## src/rtl/tl_pkg.sv

```systemverilog
// Shared encodings for the highway/country-road intersection controllers.
package tl_pkg;

    localparam logic [2:0] LED_GREEN  = 3'b100;
    localparam logic [2:0] LED_YELLOW = 3'b010;
    localparam logic [2:0] LED_RED    = 3'b001;

    typedef enum logic [1:0] {
        PH_HW_GREEN  = 2'b00,
        PH_HW_YELLOW = 2'b01,
        PH_CR_GREEN  = 2'b10,
        PH_CR_YELLOW = 2'b11
    } phase_e;

    function automatic phase_e next_phase(input phase_e p);
        case (p)
            PH_HW_GREEN:  next_phase = PH_HW_YELLOW;
            PH_HW_YELLOW: next_phase = PH_CR_GREEN;
            PH_CR_GREEN:  next_phase = PH_CR_YELLOW;
            default:      next_phase = PH_HW_GREEN;
        endcase
    endfunction

endpackage

```

## src/rtl/tl_tick_gen.sv

```systemverilog
// Timing-tick prescaler: tick once every TICK_DIV clocks, restartable at a phase boundary.
module tl_tick_gen #(
    parameter int unsigned TICK_DIV = 1
) (
    input  logic clk,
    input  logic rst_n,
    input  logic restart_i,
    output logic tick_o
);

    localparam int unsigned PW = (TICK_DIV > 1) ? $clog2(TICK_DIV) : 1;
    localparam logic [PW-1:0] LAST = PW'(TICK_DIV - 1);

    logic [PW-1:0] pre_q, pre_d;

    // With TICK_DIV=1 the count is pinned at 0 == LAST, so tick is constantly high.
    always_comb begin
        tick_o = (pre_q == LAST);
        if (restart_i || tick_o) begin
            pre_d = '0;
        end else begin
            pre_d = pre_q + 1'b1;
        end
    end

    always_ff @(posedge clk or negedge rst_n) begin
        if (!rst_n) begin
            pre_q <= '0;
        end else begin
            pre_q <= pre_d;
        end
    end

endmodule

```

## src/rtl/hw_phase_master.sv

```systemverilog
// Highway-side phase master: owns the phase timer, drives highway lamps,
// and issues the shared time_out strobe and CR_Ena handover request.
module hw_phase_master
    import tl_pkg::*;
#(
    parameter int unsigned TICK_DIV     = 1,
    parameter int unsigned CNT_W        = 16,
    parameter int unsigned HW_GREEN_MIN = 8,
    parameter int unsigned HW_YELLOW_T  = 3,
    parameter int unsigned CR_GREEN_T   = 5,
    parameter int unsigned CR_YELLOW_T  = 2
) (
    input  logic       clk,
    input  logic       rst_n,
    input  logic       car_sensor,
    output logic [2:0] hw_led,
    output logic       cr_ena,
    output logic       time_out,
    output logic [1:0] phase
);

    localparam longint unsigned CAP = 64'd1 << CNT_W;

    if (CNT_W < 1 || CNT_W > 32 || TICK_DIV < 1 || TICK_DIV > 65535 ||
        HW_GREEN_MIN < 1 || HW_YELLOW_T < 1 || CR_GREEN_T < 1 || CR_YELLOW_T < 1 ||
        64'(HW_GREEN_MIN) > CAP || 64'(HW_YELLOW_T) > CAP ||
        64'(CR_GREEN_T) > CAP || 64'(CR_YELLOW_T) > CAP) begin : g_param_check
        $error("hw_phase_master: illegal parameter value");
    end

    function automatic logic [CNT_W-1:0] load_val(input phase_e p);
        case (p)
            PH_HW_YELLOW: load_val = CNT_W'(HW_YELLOW_T - 1);
            PH_CR_GREEN:  load_val = CNT_W'(CR_GREEN_T - 1);
            PH_CR_YELLOW: load_val = CNT_W'(CR_YELLOW_T - 1);
            default:      load_val = CNT_W'(HW_GREEN_MIN - 1);
        endcase
    endfunction

    phase_e           phase_q, phase_d;
    logic [CNT_W-1:0] cnt_q, cnt_d;
    logic             sync1_q, sync2_q;
    logic             tick;
    logic             qual;

    tl_tick_gen #(
        .TICK_DIV(TICK_DIV)
    ) u_tick (
        .clk      (clk),
        .rst_n    (rst_n),
        .restart_i(time_out),
        .tick_o   (tick)
    );

    always_ff @(posedge clk or negedge rst_n) begin
        if (!rst_n) begin
            sync1_q <= 1'b0;
            sync2_q <= 1'b0;
        end else begin
            sync1_q <= car_sensor;
            sync2_q <= sync1_q;
        end
    end

    always_ff @(posedge clk or negedge rst_n) begin
        if (!rst_n) begin
            phase_q <= PH_HW_GREEN;
            cnt_q   <= load_val(PH_HW_GREEN);
        end else begin
            phase_q <= phase_d;
            cnt_q   <= cnt_d;
        end
    end

    // Outputs depend only on registered state, never directly on car_sensor.
    always_comb begin
        phase_d  = phase_q;
        cnt_d    = cnt_q;
        hw_led   = LED_RED;
        cr_ena   = 1'b0;
        qual     = (phase_q == PH_HW_GREEN) ? sync2_q : 1'b1;
        time_out = tick & (cnt_q == '0) & qual;

        case (phase_q)
            PH_HW_GREEN:  hw_led = LED_GREEN;
            PH_HW_YELLOW: begin
                hw_led = LED_YELLOW;
                cr_ena = 1'b1;
            end
            PH_CR_GREEN:  hw_led = LED_RED;
            PH_CR_YELLOW: hw_led = LED_RED;
            default:      hw_led = LED_RED;
        endcase

        if (time_out) begin
            phase_d = next_phase(phase_q);
            cnt_d   = load_val(phase_d);
        end else if (tick && cnt_q != '0) begin
            cnt_d = cnt_q - 1'b1;
        end
    end

    assign phase = phase_q;

endmodule
```

## config.mk

```make
export PLATFORM = sky130hd
export DESIGN_NAME = hw_phase_master
export DESIGN_NICKNAME = d
export VERILOG_FILES = /design/src/rtl/tl_pkg.sv /design/src/rtl/tl_tick_gen.sv /design/src/rtl/hw_phase_master.sv
export SDC_FILE = /design/constraint.sdc
export NUM_CORES = 1
export LEC_CHECK = 0
export ABC_AREA = 0
export CAP_MARGIN = 20
export CELL_PAD_IN_SITES_DETAIL_PLACEMENT = 0
export CELL_PAD_IN_SITES_GLOBAL_PLACEMENT = 1
export CORE_MARGIN = 2
export CORE_UTILIZATION = 35
export CTS_BUF_LIST = sky130_fd_sc_hd__clkbuf_4 sky130_fd_sc_hd__clkbuf_8
export DETAILED_ROUTE_END_ITERATION = 8
export PLACE_DENSITY_LB_ADDON = 0.3
export SLEW_MARGIN = 20
export SYNTH_ARGS = -nofsm -noshare
export SYNTH_HDL_FRONTEND = slang
export SYNTH_HIERARCHICAL = 1
export SYNTH_SLANG_ARGS = --single-unit
```

## constraint.sdc

```tcl
create_clock -name clk -period 2.1 [get_ports clk]
set_input_delay 0.315 -clock clk [delete_from_list [all_inputs] [get_ports clk]]
set_output_delay 0.315 -clock clk [all_outputs]
set_load 0.02 [all_outputs]
```

==> results of run 1 <==
-- layout make-up --
class / count / area [sq um]
Sequential cell: 21 / 529
Inverter: 5 / 18.8
Fill cell: 328 / 1700
Tap cell: 46 / 57.6
Clock buffer: 3 / 22.5
Multi-Input combinational cell: 82 / 613
Clock inverter: 1 / 5.00
Timing Repair Buffer: 40 / 337
-- power by group --
group          switching, W  internal (W)
combinational      0.000545      0.000605
clock              0.000130     0.0000711
sequential        0.0000914      0.000572
total              0.000767       0.00125
-- per-stage QoR --
| stage | util | power, W | cell area, sq um | setup slack, ns |
|---|---|---|---|---|
| CTS | 0.478 | 0.00201 | 1570 | -0.282 |
| global route | 0.482 | 0.00215 | 1580 | -0.315 |
| floorplan | - | 0.00131 | 1190 | -0.169 |
| finish | 0.482 | 0.00202 | 1580 | -0.262 |
| detailed placement | 0.454 | 0.00177 | 1490 | -0.419 |
| global placement | 0.454 | 0.00174 | 1490 | -0.410 |
-- state kept, by name, summed over array words and instances (netlist names) --
register      cells
cnt_q            16
phase             2
sync2_q           1
u_tick/pre_q      1
sync1_q           1
-- cell usage in the layout (no fill, tap or decap), types with 4 or more instances in the layout --
cell type        netlist  layout
nand2_1                4       4
nand3_1                4       4
clkdlybuf4s50_1        0       6
ha_1                   6       6
buf_4                  1      29
dfrtp_1               18      18
xnor2_1                5       5
xor2_1                 4       4
nor3_1                 9       9
nor2_1                 4       4
inv_1                  5       5
nand3b_1               5       5
-- synth_stat cells (2+ instances only) --
cell type   n  area, sq um
or4_1       3         22.5
buf_6       2         22.5
or3_1       4         25.0
nand3b_1    5         37.5
clkbuf_1    2         7.51
nor3_1      9         45.0
xnor2_1     5         43.8
o21ai_0     4         20.0
xor2_1      4         35.0
dfstp_2     3         78.8
o2bb2ai_1   2         17.5
nor4_1      3         18.8
nand2_1     4         15.0
or4_4       2         22.5
ha_1        6         75.1
nand4_1     3         18.8
dfrtp_1    18          450
nand3_1     4         20.0
inv_1       5         18.8
nor2_1      4         15.0
-- cells by family (layout without fill, tap and decap cells) --
logic type,count (synthesis),after routing
flip-flops,21,21
buffers and inverters,11,49
AO/OA/AOI/OAI,15,15
adder cells (fa/ha/maj),6,6
other,1,1
multiplexers,2,2
XOR/XNOR,9,9
AND/OR/NAND/NOR,49,49
-- layer usage --
metal	GRT usage	vias up	routed length (microns)
met4	0.0638	0	24
met2	0.280	15	1330
met5	0	-	0
met1	0.201	464	1320
li1	-	490	-
met3	0.0186	2	51
-- how the worst min path moves through the flow --
stage                     startpoint        end  slack (ns)  cells after the start
final                          rst_n  cnt_q[15]        0.33                      2
after global routing           rst_n  cnt_q[15]        0.36                      2
after CTS                      rst_n   cnt_q[3]        0.32                      2
after detailed placement     sync1_q    sync2_q        0.34                      0
after global placement       sync1_q    sync2_q        0.33                      0
after floorplan                rst_n  cnt_q[10]        0.02                      0
-- critical path, delay by kind of cell, from the launching register on --
family        cells  cell delay [ns]
simple gates      3             1.22
flops             1             0.40
buf+inv           1             0.12
-- timing repair --
action,CTS,global route
hold endpoints to repair,0,0
gates resized for setup,13,3
pin swaps,1,2
setup buffers,3,1
endpoints found under the setup margin,5,11
==> flow_summary_export.csv, run 1 <==
group,metric,value,unit
logic_synthesis,synth_compound_area_frac,0.0860,
setup_path,crit_path_top_delay_cell,"or4_4",
cts,postCtsHoldBufs,0,
cts,cts_tree,"yes",
sta,finalClockSkew,0.00804,ns
logic_synthesis,yosys-mux-area-fraction,0.0191,
logic_synthesis,synth_top_family_by_area,"simple AND/OR/NAND/NOR gates",
logic_synthesis,yosys_warnings,6,
setup_path,worstSetupStartpoint,"cnt_q[2]",
floorplan,dieArea,3850,sq um
placed_design,place_congestion,0.753,
setup_path,required,1.78,ns
logic_synthesis,synth-edff-count,0,
setup_path,reg2regPathDepth,6,
cts,clk_latency,0.31,ns
sta,setup_viol,9,
setup_path,slowest_delay,0.57,ns
setup_path,critPathMaxFanout,2,
sta,period_needed,2.36,ns
setup_path,cp-start-kind,"flip-flop",
setup_path,criticalPathCategory,"flip-flop to output pin",
cts,cts_buffers,3,
sta,hold_violations,0,
logic_synthesis,syn_inst,114,
setup_path,r2r-end,"cnt_q[2]",
sta,maxSlewViolCount,0,
sta,relSlewSlack,0.650,
logic_synthesis,synthAdderAreaFrac,0.0637,
logic_synthesis,syn_nets,123,
min_path,hold_class,"primary input to asynchronous set/reset pin",
drt,drc_errors,0,
power,peakVddDrop,0.530,mV
floorplan,placementRows,21,
floorplan,fp.dieH,62.0,microns
placed_design,dp_hpwl,1960,microns
logic_synthesis,post_synth.cell_area_avg,10.3,sq um
run_status,status,"finished, violations left",
sta,min_period_over_period,1.12,
sta,fin_ws,-0.262,ns
setup_path,crit_path_frequent_cell,"or4_4",
setup_path,r2r_start,"cnt_q[2]",
floorplan,num_io_pins,10,
sta,fin_setup_tns,-1.19,ns
grt,grt_max_degree,22,
final_layout,fin_cells,198,
setup_path,cp_data_arrival_time,2.05,ns
grt,grt_pass1_vias,986,
setup_path,cp-endpoint,"time_out",
setup_path,r2r_slack,-0.26,ns
logic_synthesis,synth_xor_area_frac,0.0669,
final_layout,drive_gt1_frac,0.336,
cts,cts.sinks,21,
final_layout,areaGrowthSynthToFinish,34.3,%
grt,grt.total_usage,0.161,
power,p_leak,0.716,nW
logic_synthesis,synth-async-reset-ratio,1.00,
drt,wirelength,2730,microns
grt,grt_antenna_before_repair,0,
grt,grt_pass1_wl,4410,microns
sta,whs,0.334,ns
sta,tightest_slew,0.521,ns
final_layout,antenna_cells,0,
sta,rsz0062_at_grt,"yes",
setup_path,endpoint_kind,"output pin",
placed_design,dp.cells,190,
grt,grt-ovfl-total,0,
logic_synthesis,synthDistinctLibCells,42,
setup_path,path_cells,"or4_4 > or4_4 > nor2_4 > buf_6",
drt,detailedRoute.firstIterationViolations,34,
logic_synthesis,ys.flop_type,"dfrtp_1",
drt,ant_nets,0,
logic_synthesis,ys_seq_elements,21,
sta,fmax,423,MHz
logic_synthesis,yosys.area_share.simple,0.260,
logic_synthesis,synth-seq-area-share,0.449,
drt,first_pass_iters,4,
cts,clk_path_buf_depth,2,
drt,wl_per_cell,13.8,microns
floorplan,die_w,62.0,microns
drt,via_per_inst,4.90,
floorplan,core_area,3280,sq um
floorplan,start_util,0.359,
logic_synthesis,syn_area,1180,sq um
drt,dr_total_vias,971,
power,power_density,1270,nW/um^2
run_status,violations,"setup timing",
cts,htreeDepth,1,
cts,root_buffer,"clkbuf_4",
cts,clkSlewWorstSetupHoldPaths,0.13,ns
placed_design,io_buffers,9,
final_layout,fin_nets,162,
run,drv_cap,0,
(Power assumes the default switching activity.)
==> inputs of run 2 (changes only) <==
--- a/config.mk
+++ b/config.mk
@@ -13,6 +13,7 @@
 export CORE_UTILIZATION = 35
 export CTS_BUF_LIST = sky130_fd_sc_hd__clkbuf_4 sky130_fd_sc_hd__clkbuf_8
 export DETAILED_ROUTE_END_ITERATION = 8
+export DONT_BUFFER_PORTS = 1
 export PLACE_DENSITY_LB_ADDON = 0.3
 export SLEW_MARGIN = 20
 export SYNTH_ARGS = -nofsm -noshare
==> run 2 against run 1 <==
The run still ends with setup timing left. Sequential power is essentially flat. Critical path depth unchanged. Via count down 1.4%. Wire length is 9.6% lower.
==> flow_summary_export.csv, run 2 (synthesis gave the netlist of run 1 again) <==
group,metric,value,unit
setup_path,endpoint_kind,"output pin",
setup_path,r2r_start,"cnt_q[7]",
placed_design,dp.cells,179,
drt,wirelength,2460,microns
floorplan,num_io_pins,10,
final_layout,antenna_cells,0,
sta,fmax,421,MHz
sta,rsz0062_at_grt,"yes",
setup_path,r2r_slack,-0.25,ns
run,drv_cap,0,
final_layout,final_cell_mix,"27 x buf_4, 18 x dfrtp_1, 9 x nor3_1",
sta,whs,0.372,ns
grt,grt_antenna_before_repair,0,
placed_design,place_ws,-0.0373,ns
cts,root_buffer,"clkbuf_4",
setup_path,critPathMaxFanout,2,
drt,wl_per_cell,12.9,microns
grt,grt_max_degree,22,
cts,htreeDepth,1,
grt,grt_pass1_vias,958,
sta,fin_ws,-0.273,ns
placed_design,io_buffers,0,
final_layout,largest_register_ffs,16,
min_path,hold_class,"flip-flop to flip-flop",
grt,grt_pass1_wl,4280,microns
run_status,status,"finished, violations left",
setup_path,required,1.78,ns
grt,use_met3,0.0248,
min_path,hold_end,"sync2_q",
floorplan,die_w,62.0,microns
sta,min_period_over_period,1.13,
setup_path,reg2regPathDepth,6,
drt,detailedRoute.firstIterationViolations,25,
power,p_leak,0.679,nW
drt,first_pass_iters,4,
power,peakVddDrop,0.575,mV
grt,grt.busiest_layer,"met2",
final_layout,regMostFlops,"cnt_q",
final_layout,final_common_cell,"buf_4",
power,power_density,1270,nW/um^2
cts,cts_buffers,3,
sta,setup_viol,10,
final_layout,design_area,1530,sq um
floorplan,fp.dieH,62.0,microns
placed_design,dp_hpwl,1830,microns
final_layout,nFillCells,324,
grt,grt.total_usage,0.152,
floorplan,placementRows,21,
cts,clk_latency,0.30,ns
power,power,0.00193,W
setup_path,r2r-end,"cnt_q[2]",
grt,grt-ovfl-total,0,
drt,drc_errors,0,
final_layout,fin_nets,155,
cts,cts.sinks,21,
sta,period_needed,2.37,ns
final_layout,areaGrowthSynthToFinish,29.4,%
sta,hold_violations,0,
min_path,holdPathStages,0,
sta,maxSlewViolCount,0,
placed_design,place_congestion,0.810,
setup_path,cp_data_arrival_time,2.06,ns
cts,clk_path_buf_depth,2,
drt,via_per_inst,5.01,
final_layout,drive_gt1_frac,0.359,
sta,relSlewSlack,0.658,
sta,tightest_slew,0.509,ns
cts,cts_tree,"yes",
placed_design,place_area,1400,sq um
setup_path,criticalPathCategory,"flip-flop to output pin",
floorplan,core_area,3280,sq um
grt,grtUsageMet2,0.259,
sta,finalClockSkew,0.00170,ns
run_status,violations,"setup timing",
cts,clkSlewWorstSetupHoldPaths,0.12,ns
drt,dr_total_vias,957,
min_path,min_from,"sync1_q",
floorplan,start_util,0.359,
drt,ant_nets,0,
setup_path,cp-start-kind,"flip-flop",
floorplan,dieArea,3850,sq um
final_layout,fin_cells,191,
grt,use_met1,0.194,
## run 2: final cells by class
cell class	instances	area [sq um]	share of cell area
Clock buffer	4	30.0	0.0197
Inverter	5	18.8	0.0123
Multi-Input combinational cell	82	619	0.406
Sequential cell	21	529	0.347
Tap cell	46	57.6	0.0377
Timing Repair Buffer	33	270	0.177
## run 2: layer usage
layer,up-vias,part of all wire
met1,466,0.48
met2,15,0.48
met4,0,0.0085
met3,2,0.023
met5,-,0
li1,474,-
## run 2: worst max path at each step
stage	start	end	slack, ns	cells after the start
2_1_floorplan	cnt_q[11]	phase[1]	-0.17	6
3_3_place_gp	cnt_q[1]	cnt_q[2]	-0.004	6
3_5_place_dp	cnt_q[0]	cnt_q[2]	-0.04	6
4_1_cts	cnt_q[7]	time_out	-0.31	4
5_1_grt	cnt_q[7]	time_out	-0.32	4
6_report	cnt_q[7]	time_out	-0.27	4
## run 2: where the power goes
group | internal [W] | switching, W
clock network | 0.0000869 | 0.000126
logic | 0.000543 | 0.000512
registers | 0.000572 | 0.0000929
## run 2: repair_timing
item	4_1_cts	5_1_grt
hold endpoints to repair	21	19
setup endpoints to repair	4	10
resized for setup	3	6
pin swaps	3	5
setup buffers	3	2
hold buffers	1	2
## run 2: worst max-delay path: stages, from the launching register on
cell and delay, ns:
dfrtp_1 0.40, or4_4 0.54, or4_4 0.57, nor2_4 0.13, buf_12 0.12
## run 2: metrics by stage
| stage | setup TNS [ns] | util |
|---|---|---|
| final | -1.14 | 0.464 |
| after global routing | -1.60 | 0.464 |
| after CTS | -0.622 | 0.450 |
| after detailed placement | -0.0400 | 0.426 |
| after global placement | -0.00407 | 0.426 |
| after floorplan | -0.225 | - |
